===== src/rtl/iob_ila_dump_pkg.sv =====
// Shared types and sizing helpers for the ILA buffer readout engine.
package iob_ila_dump_pkg;

  typedef enum logic [2:0] {
    S_IDLE,
    S_RD_SAMP,
    S_WR_IDX,
    S_WR_SEL,
    S_RD_DATA,
    S_PUSH,
    S_FIN
  } state_t;

  function automatic int words_f(input int signal_w, input int data_w);
    int w;
    w = (signal_w + data_w - 1) / data_w;
    return (w < 1) ? 1 : w;
  endfunction

  function automatic int sel_w_f(input int words);
    return (words > 1) ? $clog2(words) : 1;
  endfunction

  localparam int DEF_SIGNAL_W = 32;
  localparam int DEF_DATA_W   = 32;
  localparam int WORDS        = words_f(DEF_SIGNAL_W, DEF_DATA_W);
  localparam int SEL_W        = sel_w_f(WORDS);

endpackage


===== src/rtl/iob_ila_dump.sv =====
// Bus-master readout of the iob_ila capture buffer: reads SAMPLES, then walks
// INDEX/SIGNAL_SELECT/DATA for every word and pushes it out on a stream.
module iob_ila_dump
  import iob_ila_dump_pkg::*;
#(
  parameter int                ADDR_W       = 16,
  parameter int                DATA_W       = 32,
  parameter int                SIGNAL_W     = 32,
  parameter int                BUFFER_W     = 10,
  parameter logic [ADDR_W-1:0] SAMPLES_ADDR = '0,
  parameter logic [ADDR_W-1:0] INDEX_ADDR   = '0,
  parameter logic [ADDR_W-1:0] SELECT_ADDR  = '0,
  parameter logic [ADDR_W-1:0] DATA_ADDR    = '0
) (
  input  logic                  clk,
  input  logic                  rst,
  input  logic                  start,
  input  logic                  abort,
  output logic                  busy,
  output logic                  done,
  output logic [BUFFER_W:0]     count,
  output logic                  m_valid,
  output logic [ADDR_W-1:0]     m_addr,
  output logic [DATA_W-1:0]     m_wdata,
  output logic [DATA_W/8-1:0]   m_wstrb,
  input  logic [DATA_W-1:0]     m_rdata,
  input  logic                  m_ready,
  output logic [DATA_W-1:0]     s_tdata,
  output logic                  s_tvalid,
  input  logic                  s_tready,
  output logic                  s_tlast
);

  localparam int                L_WORDS = words_f(SIGNAL_W, DATA_W);
  localparam int                L_SEL_W = sel_w_f(L_WORDS);
  localparam int                CNT_W   = BUFFER_W + 1;
  localparam logic [CNT_W-1:0]  MAX_CNT = {1'b1, {BUFFER_W{1'b0}}};

  state_t               r_state, w_next;
  logic [BUFFER_W-1:0]  r_idx;
  logic [L_SEL_W-1:0]   r_sel;
  logic [CNT_W-1:0]     r_count;
  logic [DATA_W-1:0]    r_tdata;
  logic                 r_abort;

  logic [CNT_W-1:0]     w_rd_cnt;
  logic                 w_abort;
  logic                 w_last_idx;
  logic                 w_last_sel;

  // Anything at or above 2**BUFFER_W saturates, including huge upper-bit values.
  assign w_rd_cnt   = (|m_rdata[DATA_W-1:BUFFER_W]) ? MAX_CNT : {1'b0, m_rdata[BUFFER_W-1:0]};
  assign w_abort    = r_abort | abort;
  assign w_last_idx = ({1'b0, r_idx} == (r_count - CNT_W'(1)));
  assign w_last_sel = (r_sel == L_SEL_W'(L_WORDS - 1));

  assign count   = r_count;
  assign s_tdata = r_tdata;
  assign s_tlast = (r_state == S_PUSH) && w_last_idx && w_last_sel;

  always_ff @(posedge clk or posedge rst) begin
    if (rst) begin
      r_state <= S_IDLE;
      r_abort <= 1'b0;
    end else begin
      r_state <= w_next;
      if (r_state == S_IDLE || r_state == S_FIN) r_abort <= 1'b0;
      else if (abort)                            r_abort <= 1'b1;
    end
  end

  always_ff @(posedge clk or posedge rst) begin
    if (rst) begin
      r_idx   <= '0;
      r_sel   <= '0;
      r_count <= '0;
      r_tdata <= '0;
    end else begin
      case (r_state)
        S_RD_SAMP: if (m_ready) begin
          r_count <= w_rd_cnt;
          r_idx   <= '0;
        end
        S_WR_IDX:  if (m_ready) r_sel <= '0;
        S_RD_DATA: if (m_ready) r_tdata <= m_rdata;
        S_PUSH: if (s_tready) begin
          if (!w_last_sel)      r_sel <= r_sel + 1'b1;
          else if (!w_last_idx) r_idx <= r_idx + 1'b1;
        end
        default: ;
      endcase
    end
  end

  always_comb begin
    w_next   = r_state;
    m_valid  = 1'b0;
    m_addr   = '0;
    m_wdata  = '0;
    m_wstrb  = '0;
    busy     = 1'b1;
    done     = 1'b0;
    s_tvalid = 1'b0;
    case (r_state)
      S_IDLE: begin
        busy = 1'b0;
        if (start) w_next = S_RD_SAMP;
      end
      S_RD_SAMP: begin
        m_valid = 1'b1;
        m_addr  = SAMPLES_ADDR;
        if (m_ready) w_next = (w_rd_cnt == '0 || w_abort) ? S_FIN : S_WR_IDX;
      end
      S_WR_IDX: begin
        m_valid = 1'b1;
        m_addr  = INDEX_ADDR;
        m_wdata = DATA_W'(r_idx);
        m_wstrb = '1;
        if (m_ready) w_next = w_abort ? S_FIN : S_WR_SEL;
      end
      S_WR_SEL: begin
        m_valid = 1'b1;
        m_addr  = SELECT_ADDR;
        m_wdata = DATA_W'(r_sel);
        m_wstrb = '1;
        if (m_ready) w_next = w_abort ? S_FIN : S_RD_DATA;
      end
      S_RD_DATA: begin
        // The word being read is always delivered, even under abort.
        m_valid = 1'b1;
        m_addr  = DATA_ADDR;
        if (m_ready) w_next = S_PUSH;
      end
      S_PUSH: begin
        s_tvalid = 1'b1;
        if (s_tready) begin
          if (w_abort || (w_last_idx && w_last_sel)) w_next = S_FIN;
          else if (!w_last_sel)                      w_next = S_WR_SEL;
          else                                       w_next = S_WR_IDX;
        end
      end
      S_FIN: begin
        busy   = 1'b0;
        done   = 1'b1;
        w_next = S_IDLE;
      end
      default: begin
        busy   = 1'b0;
        w_next = S_IDLE;
      end
    endcase
  end

endmodule


===== config.mk =====
export PLATFORM = sky130hd
export DESIGN_NAME = iob_ila_dump
export DESIGN_NICKNAME = d
export VERILOG_FILES = /design/src/rtl/iob_ila_dump_pkg.sv /design/src/rtl/iob_ila_dump.sv
export SDC_FILE = /design/constraint.sdc
export NUM_CORES = 1
export LEC_CHECK = 0
export CELL_PAD_IN_SITES_DETAIL_PLACEMENT = 0
export CELL_PAD_IN_SITES_GLOBAL_PLACEMENT = 2
export CORE_UTILIZATION = 27
export CTS_BUF_LIST = sky130_fd_sc_hd__clkbuf_8 sky130_fd_sc_hd__clkbuf_16
export CTS_CLUSTER_SIZE = 8
export DETAILED_ROUTE_END_ITERATION = 6
export MAX_ROUTING_LAYER = met4
export PLACE_DENSITY = 0.84
export SYNTH_ARGS = -nofsm -noshare
export SYNTH_HDL_FRONTEND = slang
export SYNTH_SLANG_ARGS = --single-unit

===== constraint.sdc =====
create_clock -name clk -period 4.5 [get_ports clk]
set_input_delay 0.675 -clock clk [delete_from_list [all_inputs] [get_ports clk]]
set_output_delay 0.675 -clock clk [all_outputs]
set_load 0.02 [all_outputs]

==> results by group <==
Critical path
  – Crit Path Class: reg -> out
  – Crit path from: count[0]$_DFFE_PP0P_
  – Startpoint types: flop
  – R2R Path End: r_idx[5]$_DFFE_PP0P_
  – Register-to-Register Path Depth: 9
  – Critical Path Sink: s_tlast
  – WP data arrival: 3050 ps
  – Reg2Reg Setup Slack: 1480 ps
  – R2R Path Start: count[0]$_DFFE_PP0P_
  – CP Max Fanout: 7
  – Worst endpoint required time: 3830 ps
  – Critical Path End Type: output port

Place
  – GPL Wtd Cong: 0.7969
  – Port bufs: 99
  – Dpl ws: 1132 ps
  – HPWL after DPL: 6375 um

STA
  – Final clock skew: 6.574 ps
  – Setup TNS: 0 ps
  – Final Worst Setup Slack: 772.2 ps
  – Slew headroom: 50.80%
  – Least-Margin Pin Slew: 736.9 ps
  – Hold Fails Final Rpt: 0
  – Final setup viols: 0
  – Hold_ws: 502.4 ps
  – RSZ-0062 raised after global routing: no
  – Max Fclk: 268.3 MHz
  – Period utilization: 82.84%
  – Period minus WS final: 3728 ps
  – Final-report max-slew violation count: 0

Route
  – Drc violations: 7
  – TritonRoute pass-1 iters: 6
  – Detail Route Antenna Nets: 0
  – Vias/cell: 4.727
  – Iter 0 DRT Violations: 87
  – Aggregate routed wire length: 8570 um
  – Avg WL per Cell: 14.88 um
  – Vias: 2723

Clock tree
  – Post-CTS Setup Bufs: 0
  – Clock slew at reported path FFs: 60 ps
  – Post-CTS Hold Fix Bufs: 0
  – TritonCTS clock tree: built
  – Clk_lat worst skew: 330 ps
  – TritonCTS buffer count: 9
  – Max Buffers Root-to-Sink: 2
  – H-tree levels: 3
  – CTS sink cnt: 57
  – Clk root buf: clkbuf_16
  – # resized after CTS: 0

Die
  – I/O Pins: 138
  – Core area: 11660 um^2
  – # rows: 39
  – Die area: 12620 um^2
  – Die Span X: 112.3 um
  – Die height: 112.3 um
  – Initial core utilization: 28.18%

Power
  – Max VDD drop: 0.0002959 V
  – LEAKAGE: 1.892 nW
  – PwrDens: 603.3 nW/um^2

Outcome
  – Status: complete, but fails checks
  – Failing checks: DRC

Global route
  – Initial antenna violation count: 0
  – GR Util met3: 4.428%
  – Met2 Use GR: 23.27%
  – Number of global-route vias before repair: 2718
  – First-pass GRT wire length: 14150 um
  – GR met1 Demand/Resource: 18.64%
  – Grt total ovfl: 0
  – Total GRT Usage: 14.83%
  – Largest net degree at the start of global routing: 34
  – Global route hottest layer: met2

Final layout
  – # nets final: 468
  – Inserted Diodes: 0
  – Share of layout cells above drive strength 1: 13.16%
  – Area Growth Syn to Fin: 37.30%

Yosys
  – Avg Synthesized Cell Area: 9.782 um^2
  – Ys async rst share: 100.0%
  – Top area cells in the synthesized netlist: dfrtp_1, mux2_2, buf_4
  – Dominant synthesized flop cell: dfrtp_1
  – Sequential-to-total area share from yosys stat: 43.40%
  – Synth unique cells: 47
  – Gate Count Post-Synth: 336
  – Synth top cells by count: dfrtp_1, buf_4, mux2_2
  – Post-synth EDFFs: 0
  – Area leader, netlist: dfrtp_1
  – Post-Syn Area: 3287 um^2
  – Most frequent cell after synthesis: dfrtp_1
  – Post-synth top area share: 43.40%
  – Synth Register Bits: 57
  – Synth warnings: 0

Hold path
  – Worst Hold Class: reg -> reg

Flow run
  – Max-cap violations: 0
cell families (layout without fill, tap and decap cells):
| group | after synthesis | count (layout) | share of synthesized area (%) |
|---|---|---|---|
| AO/OA/AOI/OAI | 57 | 57 | 10.73 |
| XOR/XNOR | 15 | 15 | 3.997 |
| adder cells (fa/ha/maj) | 2 | 2 | 0.7612 |
| buffers and inverters | 65 | 125 | 12.52 |
| flip-flops | 57 | 57 | 43.40 |
| multiplexers | 34 | 34 | 11.57 |
| other | 1 | 38 | 0.1141 |
| AND/OR/NAND/NOR | 105 | 105 | 16.90 |
per-stage QoR:
stage                     cells  cell area, um^2  power (mW)  util [%]
after global routing        576             4513       2.882     38.70
after CTS                   576             4513       2.758     38.70
after floorplan             373             3426       1.606         -
after global placement      560             4233       2.080     36.29
after detailed placement    560             4233       2.098     36.29
final                       576             4513       2.723     38.70
flip-flops by register name (all words and copies together), names as in the netlist:
name	cells
r_abort	1
s_tdata	32
count	11
r_idx	10
r_state	3
worst max-delay path: stages (launching register included):
cell             delay (ps)
dfrtp_1                 450
inv_1                   120
ha_1                    260
nor3b_2                 420
mux2i_1                 230
mux2i_1                  80
o21ai_0                 230
nand4_1                 210
inv_1                   100
clkdlybuf4s50_1         630
cell type report:
cell class | count | area (um^2)
Fill cell | 1186 | 7149
Sequential cell | 57 | 1426
Inverter | 7 | 26.28
Tap cell | 143 | 178.9
Clock buffer | 9 | 225.2
Timing Repair Buffer | 102 | 1013
Clock inverter | 7 | 55.05
Multi-Input combinational cell | 251 | 1588
worst min path at each step:
| stage | from | cells after the start | end | slack [ps] |
|---|---|---|---|---|
| floorplan | r_idx[1]$_DFFE_PP0P_ | 2 | r_idx[1]$_DFFE_PP0P_ | 520 |
| global placement | s_tdata[25]$_DFFE_PP0P_ | 1 | s_tdata[25]$_DFFE_PP0P_ | 490 |
| detailed placement | s_tdata[22]$_DFFE_PP0P_ | 1 | s_tdata[22]$_DFFE_PP0P_ | 500 |
| CTS | s_tdata[29]$_DFFE_PP0P_ | 1 | s_tdata[29]$_DFFE_PP0P_ | 510 |
| global route | s_tdata[9]$_DFFE_PP0P_ | 1 | s_tdata[9]$_DFFE_PP0P_ | 520 |
| finish | s_tdata[30]$_DFFE_PP0P_ | 1 | s_tdata[30]$_DFFE_PP0P_ | 500 |
cells in the final DEF, fill, tap and decap left out, drive strengths merged, types with 4 or more instances in the layout:
cell type      netlist  routed
inv                  7       9
conb                 1      38
clkbuf               9       9
nor3                 7       7
or3                  5       5
and2                10      10
nor2                12      12
nand2b               4       4
nand3                8       8
clkdlybuf4s50        0      99
nand2               29      29
mux2                32      32
xor2                 7       7
nor4                 9       9
a21oi               16      16
nand4                5       5
o21ai               22      22
xnor2                8       8
dfrtp               57      57
or4                  6       6
where the power goes:
group / internal [mW] / switching, mW / leakage, nW
logic: 0.622 / 0.618 / 1.04
registers: 0.692 / 0.152 / 0.720
clock network: 0.377 / 0.262 / 0.132
total: 1.69 / 1.03 / 1.89
per-layer routing:
metal  vias to the layer above  share of wire [%]  wire (um)
li1                       1292                  -          -
met1                      1318                 44       3790
met2                       104                 47       4038
met3                         9                7.7        659
met4                         0               0.96         82
met5                         -                  0          0
Note: power is estimated with default switching activity, not from simulation.
==> patch: new RTL, same settings <==
`SIGNAL_W`: 32 -> 40.
--- a/src/rtl/iob_ila_dump.sv
+++ b/src/rtl/iob_ila_dump.sv
@@ -5,7 +5,7 @@
 #(
   parameter int                ADDR_W       = 16,
   parameter int                DATA_W       = 32,
-  parameter int                SIGNAL_W     = 32,
+  parameter int                SIGNAL_W     = 40,
   parameter int                BUFFER_W     = 10,
   parameter logic [ADDR_W-1:0] SAMPLES_ADDR = '0,
   parameter logic [ADDR_W-1:0] INDEX_ADDR   = '0,
Formal check against the unedited RTL: not equivalent (a bounded check fails within 10 cycles, from zero or initial values and one cycle with rst high).
==> patch against the original RTL <==
Area after synthesis up 4.1%; combinational power about the same; wire length up 7.4%; first-iteration DRC count up 14%; sequential share of layout area down 0.76 points; largest cell class unchanged; power up 2.9%; die area up 4.1%; sequential cell count up 1; count of clock-buffer cells in the layout up 2; setup slack worse by 1.8 ps; cell area up 4.3%; critical path type unchanged.
==> patch: results (changes against the original RTL) <==
filler cell count in the final layout 1,208 (+1.9%); Synth top cells by count sky130_fd_sc_hd__dfrtp_1 (58), sky130_fd_sc_hd__buf_4 (41), sky130_fd_sc_hd__mux2_2 (34), sky130_fd_sc_hd__nand2_1 (32), sky130_fd_sc_hd__o21ai_0 (14); Top FF cell, synth sky130_fd_sc_hd__dfrtp_1; stage delay of the slowest cell on the critical path 650 ps (+20 ps); number of nets in the finished design 482 (+3.0%); mean area per synthesized cell 9.75 um^2 (-0.30%); maximum VDD drop 362 uV (+22%); maximum number of pins on one net before global-route repair 33 (-2.9%); multiplexer fraction of the synthesized cell area 12.4% (+0.78 points); Synth async-reset ratio 100% (unchanged); cell types occupying the most area after synthesis sky130_fd_sc_hd__dfrtp_1 (42%), sky130_fd_sc_hd__mux2_2 (11%), sky130_fd_sc_hd__buf_4 (9.0%); share of synthesized area occupied by flip-flops and latches 42.4% (-1.0 points); number of library cell types mapped by synthesis 51 (+8.5%); vias per inst 4.54 (-3.9%); Syn. warnings 0 (unchanged); result of the run complete, no violations; all-layer global routing usage 14.9% (+0.098 points); Post-DP HPWL 6.87 mm (+7.7%); vias after detailed routing 2,788 (+2.4%); cell area after placement 4400 um^2 (+4.0%); Compound-Gate Fraction of Synth Area 8.88% (-1.9 points); xor and xnor fraction of the mapped netlist area 2.56% (-1.4 points); Min-Delay Path Class reg2reg; power spent charging and discharging nets 0.00102 W (-1.2%); Worst Skew 12.8 ps (+6.22 ps); routed length per instance 15.0 um (+0.77%); Worst Setup EP s_tlast; Max clock buf depth 2 (unchanged); met3 usage 4.50% (+0.072 points); DRC violation total after the first TritonRoute iteration 99 (+14%); IO Port Bufs 99 (unchanged); capturing point of the worst reg2reg path r_idx[6]; global placement routability congestion 0.826 (+3.7%); Post-Synth Adder-Cell Area 0.731% (-0.030 points); worst reg-to-reg path cell count 9 (unchanged); P_leak 1.99 nW (+5.0%); fraction of layout cells with a size suffix above 1 13.5% (+0.29 points); highest net fanout along the worst path 5 (-2); placed insts 599 (+7.0%); register-to-register setup slack 1700 ps (+220 ps); met2 Usage GRT 22.8% (-0.44 points); met1 routing resource usage after global routing 19.2% (+0.55 points); pin slew with the least headroom to its limit 774 ps (+37.0 ps); number of global-route vias before repair 2,756 (+1.4%); global-route wire length before repair 14.5 mm (+2.6%); H-tree level count 3 (unchanged)
-- patch: power by group through the flow --
stage	clock network, W	logic [W]	registers (W)
final	0.000691	0.00124	0.000869
after global routing	0.000731	0.00133	0.000899
after CTS	0.000709	0.00125	0.000870
after detailed placement	0	0.00125	0.000871
after global placement	0	0.00123	0.000861
after floorplan	0	0.000607	0.00100
-- patch: routing by layer --
metal	vias up	wire, um
li1	1337	-
met1	1341	4090
met2	102	4450
met3	8	555
met4	0	115
met5	-	0
-- patch: layout make-up --
cell class	count	area [um^2]	share of cell area, %
Inverter	8	30.0	0.638
Multi-Input combinational cell	264	1700	36.2
Tap cell	168	210	4.47
Clock buffer	11	253	5.37
Sequential cell	58	1450	30.8
Clock inverter	4	51.3	1.09
Timing Repair Buffer	101	1010	21.4
-- patch: metrics by stage --
| stage | worst slack, ps | utilization [%] | power (W) |
|---|---|---|---|
| 2_1_floorplan | 1780 | - | 0.00161 |
| 3_3_place_gp | 1190 | 36.2 | 0.00210 |
| 5_1_grt | 532 | 38.7 | 0.00296 |
| 4_1_cts | 750 | 38.7 | 0.00283 |
| 6_report | 770 | 38.7 | 0.00280 |
| 3_5_place_dp | 1110 | 36.2 | 0.00212 |
-- patch: worst min-delay path by stage --
stage	endpoint	cells after the start	from	slack, ps
floorplan	r_abort	2	r_abort	490
global placement	s_tdata[22]	1	s_tdata[22]	490
detailed placement	s_tdata[3]	1	s_tdata[3]	490
CTS	s_tdata[3]	1	s_tdata[3]	510
global route	s_tdata[13]	1	s_tdata[13]	520
finish	s_tdata[3]	1	s_tdata[3]	510
-- patch: critical path: cells and delay by family (launching register included) --
kind | cells | cell delay, ps
adders and majority gates | 1 | 240
DFF | 1 | 440
buffers and inverters | 2 | 760
and+or+nand+nor | 6 | 1310
